File: config.mk
export PLATFORM = sky130hd
export DESIGN_NAME = piso_tx
export DESIGN_NICKNAME = d
export VERILOG_FILES = /design/src/rtl/piso_tx_pkg.sv /design/src/rtl/piso_tx_shreg.sv /design/src/rtl/piso_tx.sv
export SDC_FILE = /design/constraint.sdc
export NUM_CORES = 1
export LEC_CHECK = 0
export BUFFER_PORTS_ARGS = -buffer_cell sky130_fd_sc_hd__buf_2
export CAP_MARGIN = 20
export CORE_AREA = 2 2 43 45
export CTS_BUF_LIST = sky130_fd_sc_hd__clkbuf_8
export DETAILED_ROUTE_END_ITERATION = 8
export DIE_AREA = 0 0 45 47
export PLACE_DENSITY = 0.66
export SYNTH_ARGS = -nofsm -noshare
export SYNTH_HDL_FRONTEND = slang
export SYNTH_SLANG_ARGS = --single-unit
File: constraint.sdc
create_clock -name clk -period 1.6 [get_ports clk]
set_clock_uncertainty 0.2 [all_clocks]
set_input_delay 0.16 -clock clk [delete_from_list [all_inputs] [get_ports clk]]
set_output_delay 0.16 -clock clk [all_outputs]
set_load 0.005 [all_outputs]
File: src/rtl/piso_tx_pkg.sv
// piso_tx_pkg
//   Shared definitions for the parallel-in/serial-out transmitter.
//   - state_t : transmitter FSM states (PARITY is only reachable when
//               PISO_TX_PARITY_EN is defined)
//   - cnt_w   : width of the per-frame bit counter for a given WIDTH
package piso_tx_pkg;

  typedef enum logic [1:0] {
    IDLE   = 2'd0,
    SHIFT  = 2'd1,
    PARITY = 2'd2
  } state_t;

  // Counter runs WIDTH-1 down to 0; keep at least one bit for WIDTH=2.
  function automatic int cnt_w(input int width);
    return (width > 2) ? $clog2(width) : 1;
  endfunction

endpackage

File: src/rtl/piso_tx_shreg.sv
// piso_tx_shreg
//   WIDTH-bit load/shift register feeding the serial output.
//   On load, the first bit of i_data goes straight to the caller via o_first
//   and the register keeps the remaining bits, so o_bit always shows the bit
//   that is due next. MSB_FIRST selects the shift direction.
// Ports
//   i_clk, i_rst_n : clock, asynchronous active-low reset
//   i_load         : capture i_data (takes priority over i_shift)
//   i_shift        : advance by one bit
//   i_data         : word to transmit
//   o_first        : first bit of i_data (combinational)
//   o_bit          : next bit to transmit from the stored word
module piso_tx_shreg
  import piso_tx_pkg::*;
#(
  parameter int WIDTH     = 8,
  parameter bit MSB_FIRST = 1'b1
) (
  input  logic             i_clk,
  input  logic             i_rst_n,
  input  logic             i_load,
  input  logic             i_shift,
  input  logic [WIDTH-1:0] i_data,
  output logic             o_first,
  output logic             o_bit
);

  logic [WIDTH-1:0] r_sh;
  logic [WIDTH-1:0] w_load_val;
  logic [WIDTH-1:0] w_shift_val;

  // The first bit leaves through o_first, so it is dropped from the stored word.
  assign o_first     = MSB_FIRST ? i_data[WIDTH-1] : i_data[0];
  assign o_bit       = MSB_FIRST ? r_sh[WIDTH-1]   : r_sh[0];
  assign w_load_val  = MSB_FIRST ? {i_data[WIDTH-2:0], 1'b0} : {1'b0, i_data[WIDTH-1:1]};
  assign w_shift_val = MSB_FIRST ? {r_sh[WIDTH-2:0], 1'b0}   : {1'b0, r_sh[WIDTH-1:1]};

  always_ff @(posedge i_clk or negedge i_rst_n) begin
    if (!i_rst_n) begin
      r_sh <= '0;
    end else if (i_load) begin
      r_sh <= w_load_val;
    end else if (i_shift) begin
      r_sh <= w_shift_val;
    end
  end

endmodule

File: src/rtl/piso_tx.sv
// piso_tx
//   Parallel-in/serial-out transmitter. Accepts a WIDTH-bit word over a
//   valid/ready handshake and sends it one bit per clk on sout with
//   sout_valid and a start-of-frame marker (sof). Back-to-back frames are
//   gapless when a new word is accepted on the last-bit cycle.
//   Optional feature: define PISO_TX_PARITY_EN to append one even-parity bit
//   per frame (frame = WIDTH+1 cycles); ready then moves to the parity cycle.
// Ports
//   clk, rst_n  : clock, asynchronous active-low reset
//   load_valid  : load_data valid
//   load_data   : word to transmit
//   load_ready  : a word can be accepted this cycle (registered)
//   sout        : serial data bit (registered)
//   sout_valid  : sout carries a frame bit (registered)
//   sof         : first bit of a frame (registered)
//   busy        : frame in progress
module piso_tx
  import piso_tx_pkg::*;
#(
  parameter int WIDTH     = 8,
  parameter bit MSB_FIRST = 1'b1
) (
  input  logic             clk,
  input  logic             rst_n,
  input  logic             load_valid,
  input  logic [WIDTH-1:0] load_data,
  output logic             load_ready,
  output logic             sout,
  output logic             sout_valid,
  output logic             sof,
  output logic             busy
);

  localparam int CW = cnt_w(WIDTH);
  localparam logic [CW-1:0] CNT_LAST = CW'(WIDTH - 1);

  state_t        r_state;
  logic [CW-1:0] r_cnt;
  logic          r_ready;
  logic          r_sout;
  logic          r_sout_valid;
  logic          r_sof;
`ifdef PISO_TX_PARITY_EN
  logic          r_par;
`endif

  logic w_accept;
  logic w_last;
  logic w_shift;
  logic w_first;
  logic w_bit;

  assign w_accept = load_valid && r_ready;
  assign w_last   = (r_cnt == '0);
  assign w_shift  = (r_state == SHIFT) && !w_last;

  piso_tx_shreg #(
    .WIDTH     (WIDTH),
    .MSB_FIRST (MSB_FIRST)
  ) u_shreg (
    .i_clk   (clk),
    .i_rst_n (rst_n),
    .i_load  (w_accept),
    .i_shift (w_shift),
    .i_data  (load_data),
    .o_first (w_first),
    .o_bit   (w_bit)
  );

  // load_ready is registered: it is the next-state decode of "will be in a
  // cycle where a word may be taken", so it stays low until the first edge
  // after reset release.
  always_ff @(posedge clk or negedge rst_n) begin
    if (!rst_n) begin
      r_state      <= IDLE;
      r_cnt        <= '0;
      r_ready      <= 1'b0;
      r_sout       <= 1'b0;
      r_sout_valid <= 1'b0;
      r_sof        <= 1'b0;
`ifdef PISO_TX_PARITY_EN
      r_par        <= 1'b0;
`endif
    end else if (w_accept) begin
      // Accept is only possible in IDLE, on the last data bit, or in PARITY.
      r_state      <= SHIFT;
      r_cnt        <= CNT_LAST;
      r_ready      <= 1'b0;
      r_sout       <= w_first;
      r_sout_valid <= 1'b1;
      r_sof        <= 1'b1;
`ifdef PISO_TX_PARITY_EN
      r_par        <= ^load_data;
`endif
    end else begin
      case (r_state)
        SHIFT: begin
          if (!w_last) begin
            r_cnt        <= r_cnt - CW'(1);
            r_sout       <= w_bit;
            r_sout_valid <= 1'b1;
            r_sof        <= 1'b0;
`ifdef PISO_TX_PARITY_EN
            r_ready      <= 1'b0;
`else
            r_ready      <= (r_cnt == CW'(1));
`endif
          end else begin
`ifdef PISO_TX_PARITY_EN
            r_state      <= PARITY;
            r_sout       <= r_par;
            r_sout_valid <= 1'b1;
`else
            r_state      <= IDLE;
            r_sout       <= 1'b0;
            r_sout_valid <= 1'b0;
`endif
            r_sof        <= 1'b0;
            r_ready      <= 1'b1;
          end
        end
        default: begin
          // IDLE, or PARITY with no accept: drop to / stay in IDLE.
          r_state      <= IDLE;
          r_sout       <= 1'b0;
          r_sout_valid <= 1'b0;
          r_sof        <= 1'b0;
          r_ready      <= 1'b1;
        end
      endcase
    end
  end

  assign load_ready = r_ready;
  assign sout       = r_sout;
  assign sout_valid = r_sout_valid;
  assign sof        = r_sof;
  assign busy       = (r_state != IDLE);

endmodule
Word-level counts from Yosys, hierarchy flattened
Cells that the tools add are included.
- flip-flop bits (word level): 17
- bits in latches: 0
- bits in writable memories: 0
- bits in read-only memories: 0
- input bits: 11
- output and inout bits: 5
- logic and storage cells: 38
- memories: 0
- $add $sub $neg: 1
- $mul: 0
- divide/modulo/power cells: 0
- $lt $le $gt $ge: 0
- equality and inequality tests: 4
- shifts and indexed selects: 0
- muxes and demuxes: 18
- bitwise logic cells: 0
- reduce and logical (&&, ||, !) cells: 8
- operator list (operator ; number):
    two-way mux 8 bit ; 2
    two-way mux 1 bit ; 10
    two-way mux 3 bit ; 3
    two-way mux 2 bit ; 3
    nonzero test 2 bit ; 3
    equality test 3 x 1 -> 1 bit (second input constant) ; 1
    logical NOT 3 bit ; 1
    != test 3 x 2 -> 1 bit (second input constant) ; 1
    subtractor 3 x 1 -> 3 bit (second input constant) ; 1
    equality test 2 x 1 -> 1 bit (second input constant) ; 1
    logical AND 1 bit ; 2
    != test 2 x 1 -> 1 bit (second input constant) ; 1
    AND reduction 2 bit ; 1
    logical NOT 1 bit ; 1

Logic depth before layout (Yosys ltp)
Gate-level depths: netlist of the first run.
- depth after elaboration: 5
- depth in mapped cells: 6
- mapped depth without buffers: 5

Modules after synthesis
Synthesis of the first run repeated with hierarchy kept, for this count alone.
- cell total of the unflattened synthesis: 64
- area, all modules: 704.4 um^2
- by module, submodules not included (module ; times used ; cells an instance ; area an instance (um^2)):
    piso_tx ; 1 ; 33 ; 375.4
    piso_tx_shreg ; 1 ; 31 ; 329.1

Least setup slack after synthesis of the first run
Ideal clock, no wire load.
- path type: flip-flop to flip-flop
- from: register r_cnt[0]
- to: register u_shreg.r_sh[2]
- arrival time: 1.059 ns
- path slack: 0.215 ns
- cell stages (with the launch flop): 7
- clock period less this slack: 1.385 ns
- cells stage by stage: dfrtp_1 -> inv_1 -> ha_1 -> nand2b_1 -> buf_6 -> a31oi_1 -> a21oi_1
- longest elaborated chain between the ends: 4
- ends and longest elaborated chain (what ; RTL line ; source):
    start, declared ; piso_tx.sv:38 ; logic [CW-1:0] r_cnt;
    start signal, assigned ; piso_tx.sv:99 ; r_cnt <= r_cnt - CW'(1);
    logical NOT 3 bit ; piso_tx.sv:54 ; assign w_last = (r_cnt == '0);
    logical NOT 1 bit ; n/a ;
    logical AND 1 bit ; piso_tx.sv:55 ; assign w_shift = (r_state == SHIFT) && !w_last;
    nonzero test 2 bit (no line) ; n/a ;
    end signal, assigned ; piso_tx_shreg.sv:42 ; r_sh <= w_load_val;
    end signal, assigned ; piso_tx_shreg.sv:44 ; r_sh <= w_shift_val;
    end, declared ; piso_tx_shreg.sv:28 ; logic [WIDTH-1:0] r_sh;
No other way between the ends.
A chain may end at the register's enable or synchronous reset.

Final worst setup path of the first run
- from: register r_cnt[0]
- to: register u_shreg.r_sh[4]
The elaborated chain is that of the path after synthesis.

==> results.cfg, run 1 <==
[finish]
layout-drive-gt1-share_pct = 24.2
fin_util_pct = 56.3
fin_nets = 114
area_delta_synth_final_pct = 32.2
diodes = 0
final_area_um2 = 930

[setup_path]
startpoint = r_cnt[0]$_DFFE_PN0P_
cp-start-kind = flip-flop
cp-end-kind = flip-flop
crit_fanout = 9
worstPathArrival_ps = 1430
r2r-start = r_cnt[0]$_DFFE_PN0P_
worstPathRequired_ps = 1530
critPathKind = flip-flop to flip-flop

[logic_synthesis]
yosys_warnings = 0
yosysSeqAreaShare_pct = 53.4
syn-num-nets = 87
synthesis.area_um2 = 703
synthDistinctLibCells = 18
netlist.area_leader.share_pct = 53.4
synth_top_cell_by_area = dfrtp_1
syn_inst = 73
synth.avg_cell_area_um2 = 9.63
yosys_register_bits = 15
yosys-top-cells-area = dfrtp_1, o21ai_0, a31oi_1

[pwr]
finalPower_mw = 1.59
ir_worst_vdd_mv = 0.922
p_leak_nw = 0.452
powerDensity_mw_per_mm2 = 1710

[clock_tree]
cts_tree = built
cts.path.max_buffers = 2
cts_setup_buffers = 0
clk_pin_slew_ps = 60
clock_sinks = 15
clk_latency_ps = 250
htree_levels = 1
numCtsBuffers = 3
root_buffer = clkbuf_8

[sta]
rsz0062_at_grt = true
min_period_ps = 1500
setup_viol = 0
tns_ps = 0
worst_pin_slew_ps = 331
hold_viol = 0
fmaxAchievable_mhz = 668
fin_crit_sh_pct = 93.5
slew_violations = 0
slew_headroom_pct = 77.9

[floorplan]
die_h_um = 47
die_area_mm2 = 0.00212
boundaryPins = 16
start_util_pct = 42.6
die_w_um = 45
coreArea_mm2 = 0.00165
rows = 15

[drt]
vias = 592
viasPerCell = 5.10
drt-total-wl_um = 1500
drcViolationCount = 0
wire_per_inst_um = 12.9
final_antenna_net_count = 0
drtPass1Iterations = 4
drtIter0Drc = 4

[global_routing]
antenna_found_initial = 0
grt-ovfl-total = 0
grt_usage_pct = 16.1
grt_max_degree = 16
grt_pass1_vias = 566
gr-usage-met1_pct = 19.3
busiest_layer = met2
met2_usage_pct = 24.9
met3_usage_pct = 4.62
grt_pass1_wl_um = 2360

[place]
portBuffers = 15
place_area_um2 = 786
dp_hpwl_um = 991
gp_congestion = 0.806

[worst_hold_path]
hold_class = input pin to flip-flop
min_from = load_valid

[flow_run]
drv_cap = 0

[outcome]
outcome = completed
[per-layer routing]
layer  vias to the layer above  routed length, um
li1                        301                  -
met1                       276                721
met2                        13                688
met3                         2                 66
met4                         0                 18
met5                         -                  0
[through the flow]
stage                     hold slack, ps  worst slack, ps  cells
after global placement              -120             58.0    103
after global routing                 158            -13.3    116
after floorplan                     -336              215     73
final                                130              104    116
after detailed placement            -119             34.4    103
after CTS                            114             31.1    116
[synth_stat cells, drive strengths merged]
| cell type | n |
|---|---|
| a21oi | 7 |
| buf | 4 |
| inv | 4 |
| nand2 | 9 |
| o211ai | 1 |
| o21ai | 11 |
| nand2b | 2 |
| mux2i | 1 |
| nor3 | 1 |
| ha | 3 |
| and2b | 1 |
| a31oi | 7 |
| nor2 | 7 |
| dfrtp | 15 |
[power breakdown]
group	internal [mW]	switching, mW
registers	0.552	0.0864
clock network	0.170	0.129
logic	0.294	0.356
[final cells by class]
cell class	instances	area [um^2]
fill	150	722
clock inverter	1	3.75
multi-input combinational	50	293
tap	17	21.3
inverter	4	15.0
clock buffer	3	41.3
timing repair buffer	26	180
sequential	15	375
[cells by family (layout without fill, tap and decap cells)]
group	count (synthesis)	count (layout)	share of synthesized area (%)
compound gates	26	26	20.1
flops	15	15	53.4
mux	1	1	1.42
fa+ha+maj	3	3	5.34
simple gates	20	20	13.5
buf+inv	8	34	6.23
[worst max-delay path, stage by stage, from the launching register on]
cell      delay [ps]
dfrtp_1          390
inv_1            110
ha_1             210
nand2b_2         160
a31oi_2          220
a21oi_1           90
[what timing repair did]
item / CTS / global route
hold endpoints to repair: 23 / 0
setup endpoints to repair: 0 / 8
gates resized for setup: 0 / 2
hold buffers: 9 / 0
[path summary, 6_finish.rpt]
check / to / slack, ps / cells after the start
min in group asynchronous: u_shreg.r_sh[3]$_DFFE_PN0P_ / 140 / 2
setup / recovery: u_shreg.r_sh[4]$_DFFE_PN0P_ / 100 / 5
setup reg to reg: u_shreg.r_sh[4]$_DFFE_PN0P_ / 100 / 5
hold reg to reg: sout$_DFF_PN0_ / 320 / 2
max in group asynchronous: u_shreg.r_sh[7]$_DFFE_PN0P_ / 810 / 2
hold / removal: sof$_DFF_PN0_ / 130 / 3
[cells in the final DEF, fill, tap and decap left out, drive strengths merged]
| cell | count |
|---|---|
| nor2 | 7 |
| nand2b | 2 |
| dfrtp | 15 |
| a31oi | 7 |
| o211ai | 1 |
| and2b | 1 |
| nor3 | 1 |
| o21ai | 11 |
| dlygate4sd3 | 9 |
| mux2i | 1 |
| inv | 5 |
| a21oi | 7 |
| nand2 | 9 |
| buf | 17 |
| clkbuf | 3 |
| ha | 3 |
[state kept, by name, summed over array words and instances, names as in the netlist]
register      cells
sout              1
sof               1
r_cnt             3
u_shreg.r_sh      7
load_ready        1
sout_valid        1
r_state           1
Note: power is estimated with default switching activity, not from simulation.
==> run 2, diff against run 1 <==
Clock period 1.6 ns to 1.72 ns, I/O delays scaled along.
==> results.cfg, run 2 (synthesis gave the netlist of run 1 again) <==
[outcome]
outcome = completed

[pwr]
net-switching-power_mw = 0.540
powerDensity_mw_per_mm2 = 1600
power_frac_seq_pct = 40.1
p_leak_nw = 0.449
power_frac_comb_pct = 40.4
ir_worst_vdd_mv = 0.600
clkPwrFrac_pct = 19.4
p_int_mw = 0.939
swShare_pct = 36.5

[global_routing]
grt_pass1_wl_um = 2500
grt-ovfl-total = 0
antenna_found_initial = 0
grt_pass1_vias = 604
grt_max_degree = 16
grt_usage_pct = 16.7

[flow_run]
drv_cap = 0

[sta]
fin_crit_sh_pct = 93.5
slew_violations = 0
slew_headroom_pct = 75.5
hold_ws_ps = 127
tns_ps = 0
min_period_ps = 1610
rsz0062_at_grt = false
fmaxAchievable_mhz = 622
setup_viol = 0
hold_viol = 0
worst_pin_slew_ps = 368

[place]
dp_hpwl_um = 987
gp_congestion = 0.772
portBuffers = 15

[floorplan]
boundaryPins = 16
coreArea_mm2 = 0.00165
die_area_mm2 = 0.00212
start_util_pct = 42.6
die_h_um = 47
rows = 15
die_w_um = 45

[clock_tree]
ctsResizeCount = 0
clk_pin_slew_ps = 60
cts.path.max_buffers = 2
cts_tree = built
numCtsBuffers = 3
root_buffer = clkbuf_8
cts_hold_buf = 9
htree_levels = 1
cts_setup_buffers = 0
clk_latency_ps = 250
clock_sinks = 15

[finish]
layout-drive-gt1-share_pct = 23.2
fin_nets = 114
largest_register = u_shreg.r_sh
largest_reg_flops = 7
diodes = 0
final_cell_mix = buf_2, dfrtp_1, o21ai_0, dlygate4sd3_1, nand2_1
largest_registers = u_shreg.r_sh x7, r_cnt x3
area_delta_synth_final_pct = 31.1

[drt]
drt-total-wl_um = 1590
wire_per_inst_um = 13.7
vias = 613
viasPerCell = 5.28
drcViolationCount = 0
drtIter0Drc = 16
final_antenna_net_count = 0
drtPass1Iterations = 4

[setup_path]
crit_chain = inv_1 > ha_1 > nand2b_1 > a31oi_1 > a21oi_1
worstPathArrival_ps = 1540
cp_slowest_stage_delay_ps = 390
critPathKind = flip-flop to flip-flop
worstPathRequired_ps = 1650
crit_slowest_cell = dfrtp_1
cp-start-kind = flip-flop
cp-end-kind = flip-flop
crit_fanout = 9

[worst_hold_path]
hold_class = input pin to flip-flop
[run 2: cell types whose count changed in the layout (fill, tap and decap cells not counted)]
cell / previous run / this run
a31oi_1: 6 / 7
a31oi_2: 1 / 0
clkinv_2: 0 / 1
inv_1: 5 / 4
nand2b_1: 1 / 2
nand2b_2: 1 / 0
[run 2: area by class of cell]
class | count | area [um^2]
clock buffers | 3 | 41.3
well taps | 17 | 21.3
clock inverters | 1 | 5.00
fillers | 150 | 729
inverters | 4 | 15.0
flip-flops and latches | 15 | 375
multi-input cells | 50 | 284
repair buffers | 26 | 180
[run 2: path summary, 6_finish.rpt]
path	from	to	slack [ps]	cells past startpoint
min in group asynchronous	rst_n	load_ready$_DFF_PN0_	160	2
min reg2reg	u_shreg.r_sh[7]$_DFFE_PN0P_	sout$_DFF_PN0_	320	2
max in group asynchronous	rst_n	sof$_DFF_PN0_	910	2
max reg2reg	r_cnt[0]$_DFFE_PN0P_	u_shreg.r_sh[4]$_DFFE_PN0P_	110	5
min	load_valid	sof$_DFF_PN0_	130	3
max	r_cnt[0]$_DFFE_PN0P_	u_shreg.r_sh[4]$_DFFE_PN0P_	110	5
[run 2: critical path, delay by kind of cell, from the launching register on]
family	cells	cell delay, ps
AO/OA/AOI/OAI	2	360
AND/OR/NAND/NOR	1	230
adder cells (fa/ha/maj)	1	210
buffers and inverters	1	110
flip-flops	1	390
[run 2: through the flow]
| step | instance area, um^2 | cells | power [mW] | setup slack, ps | util [%] |
|---|---|---|---|---|---|
| 3_5_place_dp | 786 | 103 | 1.18 | 134 | 47.6 |
| 5_1_grt | 922 | 116 | 1.59 | 14.8 | 55.8 |
| 3_3_place_gp | 786 | 103 | 1.16 | 179 | 47.6 |
| 6_report | 922 | 116 | 1.48 | 111 | 55.8 |
| 2_1_floorplan | 703 | 73 | 1.01 | 335 | - |
| 4_1_cts | 922 | 116 | 1.48 | 121 | 55.8 |
[run 2: power by group through the flow]
| stage | registers (mW) | logic (mW) | clock network [mW] |
|---|---|---|---|
| 2_1_floorplan | 0.585 | 0.428 | 0 |
| 3_3_place_gp | 0.590 | 0.565 | 0 |
| 3_5_place_dp | 0.594 | 0.583 | 0 |
| 4_1_cts | 0.589 | 0.602 | 0.291 |
| 5_1_grt | 0.611 | 0.676 | 0.306 |
| 6_report | 0.594 | 0.598 | 0.288 |
[run 2: metal layers]
metal | wire (um) | up-vias | part of all wire, % | GRT usage (%)
met2 | 753 | 23 | 47 | 27.7
met4 | 36 | 0 | 2.3 | 10.6
met3 | 77 | 4 | 4.9 | 3.46
met5 | 0 | - | 0 | 0
met1 | 720 | 286 | 45 | 20.0
li1 | - | 300 | - | -
==> run 3, diff against run 2 <==
Settings changed: PLACE_DENSITY 0.66 to 0.67.
==> results.cfg, run 3 (synthesis gave the netlist of run 1 again) <==
[drt]
drt-total-wl_um = 1540
viasPerCell = 5.19
drcViolationCount = 0
drtPass1Iterations = 4
drtIter0Drc = 10
wire_per_inst_um = 13.2
vias = 602
final_antenna_net_count = 0

[sta]
slew_violations = 0
tns_ps = 0
slew_headroom_pct = 77.5
hold_ws_ps = 128
rsz0062_at_grt = false
worst_pin_slew_ps = 337
min_period_ps = 1540
finalWorstSetupSlack_ps = 176
fin_crit_sh_pct = 89.8
fmaxAchievable_mhz = 648
setup_viol = 0
hold_viol = 0

[pwr]
swShare_pct = 36.3
p_leak_nw = 0.450
finalPower_mw = 1.48
p_int_mw = 0.943
ir_worst_vdd_mv = 0.920
powerDensity_mw_per_mm2 = 1600
power_frac_comb_pct = 40.7
power_frac_seq_pct = 40.3
clkPwrFrac_pct = 18.9
net-switching-power_mw = 0.538

[setup_path]
path_depth = 5
crit_slowest_cell = dfrtp_1
cp-end-kind = flip-flop
path_delay_family = flip-flops
cp-start-kind = flip-flop
rr_worst_depth = 5
worstPathRequired_ps = 1650
crit_chain = inv_1 > ha_1 > nand2b_2 > a31oi_1 > a21oi_1
worstPathArrival_ps = 1470
cp_slowest_stage_delay_ps = 410
critPathKind = flip-flop to flip-flop
crit_fanout = 9
crit_buf_inv = 1

[global_routing]
gr-usage-met1_pct = 22.5
antenna_found_initial = 0
grt_pass1_vias = 562
grt_max_degree = 16
grt_usage_pct = 16.6
met3_usage_pct = 3.46
busiest_layer = met2
grt-ovfl-total = 0
met2_usage_pct = 26.0
grt_pass1_wl_um = 2500

[floorplan]
coreArea_mm2 = 0.00165
die_area_mm2 = 0.00212
boundaryPins = 16
start_util_pct = 42.6
die_w_um = 45
rows = 15
die_h_um = 47

[worst_hold_path]
hold_class = input pin to flip-flop
min_path_cells = 3

[finish]
largest_registers = u_shreg.r_sh x7, r_cnt x3
diodes = 0
largest_register = u_shreg.r_sh
nFillCells = 153
layout-drive-gt1-share_pct = 24.2
fin_nets = 114
largest_reg_flops = 7
final_cell_mix = buf_2, dfrtp_1, o21ai_0, dlygate4sd3_1, nand2_1
area_delta_synth_final_pct = 31.5

[clock_tree]
numCtsBuffers = 3
cts.path.max_buffers = 2
cts_tree = built
htree_levels = 1
root_buffer = clkbuf_8
clk_latency_ps = 240
clk_pin_slew_ps = 60
clock_sinks = 15

[outcome]
outcome = completed

[place]
gp_congestion = 0.799
dp_hpwl_um = 1010
portBuffers = 15
place_worst_setup_slack_ps = 132

[flow_run]
drv_cap = 0
run 3: cell counts in the layout (fill, tap and decap cells not counted):
Identical to the previous run, type by type.
run 3: power groups by stage:
stage	logic [mW]	registers, mW	clock network (mW)
2_1_floorplan	0.428	0.585	0
3_5_place_dp	0.581	0.599	0
6_report	0.603	0.597	0.280
4_1_cts	0.601	0.594	0.287
3_3_place_gp	0.560	0.593	0
5_1_grt	0.687	0.619	0.302
run 3: what timing repair did:
| item | 4_1_cts | 5_1_grt |
|---|---|---|
| hold endpoints to repair | 23 | 0 |
| setup buffers | 0 | 0 |
| hold buffers | 9 | 0 |
| resized for setup | 0 | 1 |
| setup endpoints to repair | 0 | 1 |
run 3: final timing paths:
check	startpoint	to	slack (ps)
worst max-delay path	r_cnt[0]$_DFFE_PN0P_	u_shreg.r_sh[4]$_DFFE_PN0P_	180
worst min-delay path	load_valid	sof$_DFF_PN0_	130
worst max register to register	r_cnt[0]$_DFFE_PN0P_	u_shreg.r_sh[4]$_DFFE_PN0P_	180
worst min register to register	u_shreg.r_sh[7]$_DFFE_PN0P_	sout$_DFF_PN0_	330
max in group asynchronous	rst_n	r_cnt[2]$_DFFE_PN0P_	910
min in group asynchronous	rst_n	r_cnt[0]$_DFFE_PN0P_	160
run 3: area by class of cell:
cell class                 instances  area [um^2]  area share [%]
clock buffer                       3         41.3            4.47
clock inverter                     1         5.00           0.541
inverter                           4         15.0            1.62
multi-input combinational         50          287            31.0
sequential                        15          375            40.6
tap                               17         21.3            2.30
timing repair buffer              26          180            19.5
run 3: metal layers:
layer  part of all wire (%)  wire length [um]  vias up
met4                   0.65                10        0
met5                      0                 0        -
met2                     48               738       15
met1                     47               722      285
li1                       -                 -      300
met3                    4.2                64        2
run 3: worst register-to-register path, delay by kind of cell, from the launching register on:
| kind | cells | cell delay (ps) |
|---|---|---|
| DFF | 1 | 410 |
| buffers and inverters | 1 | 110 |
| adders and majority gates | 1 | 230 |
| AOI/OAI and AO/OA | 2 | 320 |
| and+or+nand+nor | 1 | 170 |
run 3: stage by stage:
stage | area, um^2 | utilization [%] | instances
after floorplan | 703 | - | 73
after global placement | 786 | 47.6 | 103
after detailed placement | 786 | 47.6 | 103
after CTS | 922 | 55.8 | 116
after global routing | 925 | 56.0 | 116
final | 925 | 56.0 | 116
